## config.mk

```make
export PLATFORM = sky130hd
export DESIGN_NAME = calc_display_driver
export DESIGN_NICKNAME = d
export VERILOG_FILES = /design/src/rtl/calc_display_driver.sv
export SDC_FILE = /design/constraint.sdc
export NUM_CORES = 1
export LEC_CHECK = 0
export ABC_AREA = 1
export BUFFER_PORTS_ARGS = -buffer_cell sky130_fd_sc_hd__buf_4
export CORE_UTILIZATION = 60
export CTS_BUF_LIST = sky130_fd_sc_hd__clkbuf_16
export DETAILED_ROUTE_END_ITERATION = 7
export GPL_TIMING_DRIVEN = 0
export PLACE_DENSITY = 0.86
export SETUP_SLACK_MARGIN = 0.1
export SLEW_MARGIN = 25
export SYNTH_ARGS = -nofsm -noshare
export SYNTH_HDL_FRONTEND = slang
export SYNTH_SLANG_ARGS = --single-unit
```

## constraint.sdc

```tcl
create_clock -name sys_clk -period 2.4 [get_ports sys_clk]
set_input_delay 0.48 -clock sys_clk [delete_from_list [all_inputs] [get_ports sys_clk]]
set_output_delay 0.48 -clock sys_clk [all_outputs]
set_load 0.02 [all_outputs]
```

## src/rtl/calc_display_driver.sv

```systemverilog
// calc_display_driver
// Converts the calculator's 28-bit result magnitude into eight BCD digits
// with an iterative double-dabble FSM, then scans them onto an 8-digit
// common-anode 7-segment display. Leading zeros are blanked. Overflow or
// out-of-range results show an "E" pattern. A separate LED shows the minus sign.
module calc_display_driver #(
  parameter int SCAN_DIV = 50000
) (
  input  logic        sys_clk,
  input  logic        rst_n,
  input  logic [27:0] value,
  input  logic        sign,
  input  logic        overflow,
  output logic [7:0]  digit_sel,
  output logic [6:0]  seg,
  output logic        minus_led,
  output logic        busy
);

  // Scan counter width: large enough to hold SCAN_DIV-1 (SCAN_DIV >= 2).
  localparam int                SCAN_W    = $clog2(SCAN_DIV);
  localparam logic [SCAN_W-1:0] SCAN_LAST = SCAN_W'(SCAN_DIV - 1);
  localparam logic [SCAN_W-1:0] SCAN_ONE  = SCAN_W'(1);

  // Largest magnitude that fits in eight decimal digits.
  localparam logic [27:0] MAX_SHOWN = 28'd99_999_999;

  // The conversion takes 28 shifts, so the count runs 0..27.
  localparam logic [4:0]  LAST_SHIFT = 5'd27;

  // Segment patterns, active low, ordered {g,f,e,d,c,b,a}.
  localparam logic [6:0]  SEG_BLANK = 7'h7F;
  localparam logic [6:0]  SEG_ERR   = 7'b0000110;

  typedef enum logic [1:0] {
    ST_IDLE  = 2'd0,
    ST_SHIFT = 2'd1,
    ST_DONE  = 2'd2
  } state_t;

  // Add 3 to a BCD nibble that is 5 or more. This pre-corrects the digit
  // before the doubling shift.
  function automatic logic [3:0] add3(input logic [3:0] nib);
    logic [3:0] res;
    if (nib >= 4'd5) begin
      res = nib + 4'd3;
    end else begin
      res = nib;
    end
    return res;
  endfunction

  // Apply the add-3 correction to all eight accumulator nibbles.
  function automatic logic [31:0] bcd_adjust(input logic [31:0] bcd);
    logic [31:0] res;
    res = bcd;
    for (int k = 0; k < 8; k++) begin
      res[k*4 +: 4] = add3(bcd[k*4 +: 4]);
    end
    return res;
  endfunction

  // Decode one BCD digit to active-low segments. Non-decimal codes show blank.
  function automatic logic [6:0] seg_encode(input logic [3:0] digit);
    logic [6:0] res;
    case (digit)
      4'd0:    res = 7'b1000000;
      4'd1:    res = 7'b1111001;
      4'd2:    res = 7'b0100100;
      4'd3:    res = 7'b0110000;
      4'd4:    res = 7'b0011001;
      4'd5:    res = 7'b0010010;
      4'd6:    res = 7'b0000010;
      4'd7:    res = 7'b1111000;
      4'd8:    res = 7'b0000000;
      4'd9:    res = 7'b0010000;
      default: res = SEG_BLANK;
    endcase
    return res;
  endfunction

  // Conversion state
  state_t      r_state;
  state_t      w_state_nxt;
  logic [27:0] r_snap_value;
  logic        r_snap_sign;
  logic        r_snap_ovf;
  logic [31:0] r_bcd_acc;
  logic [27:0] r_shreg;
  logic [4:0]  r_shift_cnt;

  // Display state
  logic [31:0] r_disp_bcd;
  logic        r_err;
  logic        r_neg;

  // Scan state and registered outputs
  logic [SCAN_W-1:0] r_scan_cnt;
  logic [2:0]        r_digit_idx;
  logic [7:0]        r_digit_sel;
  logic [6:0]        r_seg;
  logic              r_minus_led;

  // Combinational helpers
  logic        w_snap_diff;
  logic        w_capture;
  logic        w_shifting;
  logic        w_finish;
  logic        w_last_shift;
  logic [31:0] w_bcd_adj;
  logic [31:0] w_bcd_next;
  logic [27:0] w_shreg_next;
  logic        w_range_err;
  logic [3:0]  w_nibble;
  logic [31:0] w_upper;
  logic        w_upper_zero;
  logic [7:0]  w_sel_nxt;
  logic [6:0]  w_seg_nxt;

  // A new conversion is needed whenever the inputs differ from the last snapshot.
  assign w_snap_diff  = ({value, sign, overflow} !=
                         {r_snap_value, r_snap_sign, r_snap_ovf});
  assign w_last_shift = (r_shift_cnt == LAST_SHIFT);

  // Each shift step does both things in one cycle. It first corrects every
  // nibble, then shifts {bcd, shreg} left by one bit.
  assign w_bcd_adj    = bcd_adjust(r_bcd_acc);
  assign w_bcd_next   = {w_bcd_adj[30:0], r_shreg[27]};
  assign w_shreg_next = {r_shreg[26:0], 1'b0};

  // Overflow from the core, or a magnitude too wide for eight digits.
  assign w_range_err  = r_snap_ovf | (r_snap_value > MAX_SHOWN);

  // Next-state logic and the per-state datapath strobes.
  always_comb begin
    w_state_nxt = r_state;
    w_capture   = 1'b0;
    w_shifting  = 1'b0;
    w_finish    = 1'b0;
    case (r_state)
      ST_IDLE: begin
        if (w_snap_diff) begin
          w_capture   = 1'b1;
          w_state_nxt = ST_SHIFT;
        end else begin
          w_state_nxt = ST_IDLE;
        end
      end
      ST_SHIFT: begin
        w_shifting = 1'b1;
        if (w_last_shift) begin
          w_state_nxt = ST_DONE;
        end else begin
          w_state_nxt = ST_SHIFT;
        end
      end
      ST_DONE: begin
        w_finish    = 1'b1;
        w_state_nxt = ST_IDLE;
      end
      default: begin
        w_state_nxt = ST_IDLE;
      end
    endcase
  end

  // State register. Reset aborts any conversion in flight.
  always_ff @(posedge sys_clk) begin
    if (!rst_n) begin
      r_state <= ST_IDLE;
    end else begin
      r_state <= w_state_nxt;
    end
  end

  // Snapshot, shift register and accumulator. The display registers are
  // loaded only when a conversion completes.
  always_ff @(posedge sys_clk) begin
    if (!rst_n) begin
      r_snap_value <= 28'd0;
      r_snap_sign  <= 1'b0;
      r_snap_ovf   <= 1'b0;
      r_bcd_acc    <= 32'd0;
      r_shreg      <= 28'd0;
      r_shift_cnt  <= 5'd0;
      r_disp_bcd   <= 32'd0;
      r_err        <= 1'b0;
      r_neg        <= 1'b0;
    end else begin
      if (w_capture) begin
        r_snap_value <= value;
        r_snap_sign  <= sign;
        r_snap_ovf   <= overflow;
        r_bcd_acc    <= 32'd0;
        r_shreg      <= value;
        r_shift_cnt  <= 5'd0;
      end else if (w_shifting) begin
        r_bcd_acc    <= w_bcd_next;
        r_shreg      <= w_shreg_next;
        r_shift_cnt  <= r_shift_cnt + 5'd1;
      end
      if (w_finish) begin
        r_disp_bcd <= r_bcd_acc;
        r_err      <= w_range_err;
        r_neg      <= r_snap_sign;
      end
    end
  end

  // Scan timing. Each digit stays lit for SCAN_DIV cycles, then the index
  // moves to the next digit and wraps from 7 back to 0.
  always_ff @(posedge sys_clk) begin
    if (!rst_n) begin
      r_scan_cnt  <= '0;
      r_digit_idx <= 3'd0;
    end else if (r_scan_cnt == SCAN_LAST) begin
      r_scan_cnt  <= '0;
      r_digit_idx <= r_digit_idx + 3'd1;
    end else begin
      r_scan_cnt  <= r_scan_cnt + SCAN_ONE;
    end
  end

  // Current digit nibble. The digit is a leading zero when every nibble
  // from this position upward is zero.
  assign w_nibble     = r_disp_bcd[{r_digit_idx, 2'b00} +: 4];
  assign w_upper      = r_disp_bcd >> {r_digit_idx, 2'b00};
  assign w_upper_zero = (w_upper == 32'd0);

  // Segment and digit-select pattern for the current scan index.
  always_comb begin
    w_sel_nxt = ~(8'd1 << r_digit_idx);
    w_seg_nxt = SEG_BLANK;
    if (r_err) begin
      if (r_digit_idx == 3'd0) begin
        w_seg_nxt = SEG_ERR;
      end else begin
        w_seg_nxt = SEG_BLANK;
      end
    end else if ((r_digit_idx != 3'd0) && w_upper_zero) begin
      w_seg_nxt = SEG_BLANK;
    end else begin
      w_seg_nxt = seg_encode(w_nibble);
    end
  end

  // Register the display outputs so digit_sel and seg always change together.
  always_ff @(posedge sys_clk) begin
    if (!rst_n) begin
      r_digit_sel <= 8'hFE;
      r_seg       <= SEG_BLANK;
      r_minus_led <= 1'b0;
    end else begin
      r_digit_sel <= w_sel_nxt;
      r_seg       <= w_seg_nxt;
      r_minus_led <= r_neg & ~r_err;
    end
  end

  assign digit_sel = r_digit_sel;
  assign seg       = r_seg;
  assign minus_led = r_minus_led;
  assign busy      = (r_state != ST_IDLE);

endmodule

```

### After elaboration in Yosys (flattened, before gate mapping)

Memory sizes are Yosys's and may differ from the RTL's.
Index checks and enable logic that the tools add are counted.

| storage, ports and cells | value |
|---|---|
| bits in registers | 166 |
| latch bits | 0 |
| RAM bits | 0 |
| ROM bits | 112 |
| input bits | 32 |
| output and inout bits | 17 |
| logic and storage cells | 78 |
| memories | 1 |

| operators by class | value |
|---|---|
| add/sub/neg operators | 11 |
| multipliers | 0 |
| divide/modulo/power cells | 0 |
| magnitude comparators | 9 |
| equality and inequality tests | 5 |
| shifts and indexed selects | 3 |
| muxes and demuxes | 20 |
| bitwise operators | 5 |
| reductions and logical operators | 9 |

Memory list:

| name | depth | bits a word | read ports | clocked after memory_dff | write ports | RTL line | RTL |
|---|---|---|---|---|---|---|---|
| (no name shown) | 16 | 7 | 1 | 0 | 0 | 66 | `case (digit)` |

Operators by type and width:

| kind | number |
|---|---|
| $mux W28 | 2 |
| $ge A4 B3 Y1 const B | 8 |
| $logic_not A32 Y1 | 1 |
| $shiftx A32 B6 Y4 | 1 |
| $shr A32 B5 Y32 | 1 |
| $ne A30 B30 Y1 | 1 |
| $add A4 B2 Y4 const B | 7 |
| $gt A28 B27 Y1 const B | 1 |
| $mux W4 | 7 |
| $mux W7 | 3 |
| $add A16 B1 Y16 const B | 1 |
| $eq A16 B16 Y1 const B | 1 |
| $not A8 Y8 | 1 |
| $shl A1 B3 Y8 const A | 1 |
| $add A5 B1 Y5 const B | 1 |
| $eq A5 B5 Y1 const B | 1 |
| $mux W1 | 5 |
| $pmux W2 S2 | 1 |
| $reduce_bool A2 Y1 | 2 |
| $reduce_or A2 Y1 | 2 |
| $add A3 B1 Y3 const B | 1 |
| $add A3 B2 Y3 const B | 1 |
| $logic_not A3 Y1 | 1 |
| $mux W3 | 1 |
| other kinds (9) | 10 |

### Longest topological paths before layout

| logic depth | value |
|---|---|
| depth in word-level cells | 5 |
| gate-level depth with buffers | 16 |
| depth with buffers taken out | 15 |

### Worst setup path after synthesis

OpenSTA, ideal clock, no wires.

| path | value |
|---|---|
| kind | reg-to-reg |
| start point | register r_digit_idx[1] |
| end point | register r_seg[0], in the netlist seg[0] |
| library setup time | 60 ps |
| arrival | 1985 ps |
| required time | 2340 ps |
| path slack | 356 ps |
| stages on the path, launching flop included | 16 |
| buffers on the path | 1 |
| period minus slack after synthesis | 2044 ps |
| cells stage by stage | dfxtp_1 -> inv_1 -> clkbuf_1 -> nand3_1 -> nand3_1 -> o21ai_1 -> inv_1 -> ha_1 -> inv_1 -> nor2_1 -> o211ai_1 -> nor3_2 -> nand3_2 -> nand2_1 -> nand2_1 -> nand2_1 |

| between the ends | value |
|---|---|
| word-level cells in the longest chain between the ends | 5 |
| elaborated cells on any way between the ends | 10 |
| classes of those cells | shift: 2; mux: 3; reduce/logical: 4; memory: 1 |

Ends and longest elaborated chain:

| what | RTL line | RTL |
|---|---|---|
| start, declared | 99 | `logic [2:0] r_digit_idx;` |
| start signal, assigned | 218 | `r_digit_idx <= r_digit_idx + 3'd1;` |
| branches (longest 4 deep; another with $mem_v2 Z16 W7) | - |  |
| $mux W7 (*) | 234 | `if (r_err) begin` |
| end signal, assigned | 255 | `r_seg <= w_seg_nxt;` |
| end, declared | 101 | `logic [6:0] r_seg;` |

Every way passes the cells marked *.
A chain may end at the register's enable or synchronous reset.

### Final worst setup path

| path | value |
|---|---|
| start point | register r_digit_idx[0] |
| end point | register r_seg[0], in the netlist seg[0] |

The elaborated chain is that of the path after synthesis.

==> metrics.txt <==
post-layout total power=5.96 mW; Hold Vio Cnt, Final=0; clock latency on the worst-skew pair=around 440 ps; drt via density=5.74; Reg power frac=0.487; CP Class=register to register; cell taking the most area after synthesis=dfxtp_1; initial DRC count=roughly 910; Clock power frac=0.435; largest net degree at the start of global routing=17; total of warnings raised by yosys=0; CP dominant cell by count=nand2_1; GRT overflow=0; crit start category=register; IO Count=49; Final Cell Area=between 0.009 and 0.01 mm²; TritonCTS Sinks=166; delay of the slowest critical-path stage=390 ps; Die Width=approximately 120 µm; vias in the first global route=approximately 7300; Worst setup EP type=register; synth top area cells=dfxtp_1, nand2_1, nand4_1, nand3_1, o21ai_0; Post-Syn Area=0.00810 mm²; WL met2=between 9000 and 10000 µm; worst setup margin=about 180 ps; routed wire length on met3=1550 µm; area delta synth->final=15.7%; Sw Share=0.256; GPL Wtd Cong=0.916; crit-path max FO=8; max-cap viol count=0; Pins Over Slew Limit=0; Final Setup Violations=0; initial core utilization=0.614; first-pass GRT wire length=34100 µm; Highest Signal Layer=met4; post-synthesis cell count=1141; nets=1276; Crit-path slowest cell=dfxtp_4; WP data arrival=2590 ps; Die H=118 µm; maximum vdd drop=0.432 mV; share of cells above drive strength 1=0.123; Async S/R FF share, synth=0; CTS Root Cell=clkbuf_16; initial antenna violation count=0; buffers added on ports=47; post-layout min period=2220 ps; Hold Crit Class=primary input to register; dpl hpwl=14900 µm; routed length per instance=between 10 and 15 µm; CTS clk-pin slew, worst paths=70 ps; Cell Chain, Critical Path=buf_8 > nand2_4 > nand2_4 > o211ai_1 > nand2_2 > inv_2 > ha_4 > inv_2 > nor2_2 > o211ai_1 > nor3_2 > nand3_2 > nand2_1 > nand2_1 > nand2_1; Layout Cells excl Fill=1403; # DRC=0; Pleak=4.13 nW; DRT Wirelength=20800 µm; Clock Skew=10.6 ps; Post-synth EDFFs=0; vias=between 8000 and 9000; worst-margin pin slew=725 ps; overall routing resource usage=0.304; top-area cell type share of the netlist area=0.410; FP Rows=42; syn avg cell area=7.10 µm²; Diodes inserted=0; Post-CTS Hold Buffers=0; Placed Instance Area=just under 0.009 mm²; H-tree levels=4; cell internal pwr=approximately 4.4 mW; total CTS buffers=17; DR pass1 iterations=6; Fmax=451 MHz; Net Count, Synth=1203; outcome=completed; Top FF cell, synth=dfxtp_1; post-route antenna net violation count=0; dpl cells=1364; RSZ-0062 raised after global routing=true; Yosys cell types=37; core footprint=0.0132 mm²; dpl ws=-183 ps; CTS tree=done; Critical Path RT=2770 ps; met1 WL=around 9100 µm; share of the yosys chip area belonging to registers=0.410; Comb power frac=0.078; Synth Register Bits=approximately 170; Tcrit/Tclk final=0.923; clock tree buffer depth=2; Power Dens Cells=636 mW/mm²; relative slew slack=0.516; Die Area=0.0140 mm²; NetSw=roughly 1.5 mW
==> placed cells by master (no fill, tap or decap), types with 5 or more instances in the layout <==
cell type / n
nand2_1: 234
a22oi_1: 7
ha_1: 29
clkinv_1: 5
buf_4: 57
inv_1: 105
o21ai_0: 83
xor2_1: 13
xnor2_1: 13
nor3_1: 20
dfxtp_1: 164
o211ai_1: 6
nand4_1: 70
nand2_2: 8
a21oi_1: 76
nand3_1: 86
clkbuf_1: 27
nor2_1: 108
o21ai_1: 15
or2_2: 12
buf_2: 17
clkbuf_16: 17
inv_2: 5
nor4_1: 5
==> synthesized netlist by cell type (2+ instances only) <==
| cell type | count |
|---|---|
| nand2_1 | 241 |
| dfxtp_1 | 166 |
| nor2_1 | 109 |
| inv_1 | 107 |
| nand3_1 | 87 |
| o21ai_0 | 83 |
| a21oi_1 | 76 |
| nand4_1 | 70 |
| clkbuf_1 | 30 |
| ha_1 | 30 |
| buf_2 | 20 |
| nor3_1 | 20 |
| o21ai_1 | 17 |
| xnor2_1 | 13 |
| xor2_1 | 13 |
| or2_2 | 12 |
| a22oi_1 | 7 |
| o211ai_1 | 6 |
| nor4_1 | 5 |
| clkinv_1 | 4 |
| buf_1 | 3 |
| inv_2 | 3 |
| nand2_2 | 3 |
| buf_6 | 2 |
| o21ai_2 | 2 |
==> worst max-delay path: cells and delay by family, from the launching register on <==
family / cells / cell delay [ps]
buf+inv: 3 / 310
compound gates: 2 / 370
fa+ha+maj: 1 / 140
simple gates: 9 / 950
flops: 1 / 390
==> logic make-up after synthesis <==
kind of cell,Yosys count,synth area share
AOI/OAI and AO/OA,194,0.126
xor gates and xnor gates,26,0.0281
adders and majority gates,30,0.0463
buffers and inverters,171,0.0848
DFF,166,0.410
and+or+nand+nor,554,0.305
==> metal layers <==
metal / up-vias / global-route usage
li1: 3926 / -
met1: 3689 / 0.404
met2: 382 / 0.489
met3: 50 / 0.0521
met4: 0 / 0.127
met5: - / 0
==> area by class of cell <==
class / instances / area, µm²
well taps: 176 / 220
clock inverters: 15 / 131
fillers: 1074 / 3820
repair buffers: 54 / 405
inverters: 114 / 433
flip-flops and latches: 166 / 3330
plain buffers: 57 / 284
clock buffers: 17 / 425
multi-input cells: 804 / 4150
==> power groups by stage <==
stage | Combinational, mW | Clock [mW] | Sequential [mW]
after global routing | 0.507 | 2.71 | 2.91
after global placement | 0.442 | 0 | 2.96
after detailed placement | 0.453 | 0 | 2.96
after floorplan | 0.284 | 0 | 2.96
final | 0.464 | 2.59 | 2.90
after CTS | 0.457 | 2.60 | 2.90
==> path summary, 6_finish.rpt <==
check	start	end	slack [ps]	cells after the start
setup / recovery	r_digit_idx[0]	seg[0]	180	15
setup reg to reg	r_digit_idx[0]	seg[0]	180	15
hold reg to reg	r_scan_cnt[0]	r_scan_cnt[0]	450	1
hold / removal	value[7]	r_snap_value[7]	350	3
==> timing repair <==
item,CTS,global route
gates resized for setup,7,30
setup endpoints to repair,7,8
setup buffers,1,6
pin swaps,0,8
==> registers in the layout (all words and copies together), names as in the netlist <==
name / cells
r_state: 2
r_neg: 1
r_err: 1
r_scan_cnt: 16
r_snap_ovf: 1
r_shreg: 28
r_bcd_acc: 32
r_snap_value: 28
r_disp_bcd: 32
digit_sel: 8
seg: 7
r_shift_cnt: 5
r_digit_idx: 3
r_snap_sign: 1
minus_led: 1
==> through the flow <==
stage	util	hold WS (ps)	setup TNS [ps]
floorplan	-	415	0
global placement	0.658	428	-734
detailed placement	0.658	440	-1010
CTS	0.702	342	0
global route	0.711	357	0
finish	0.711	348	0
(Power assumes the default switching activity.)
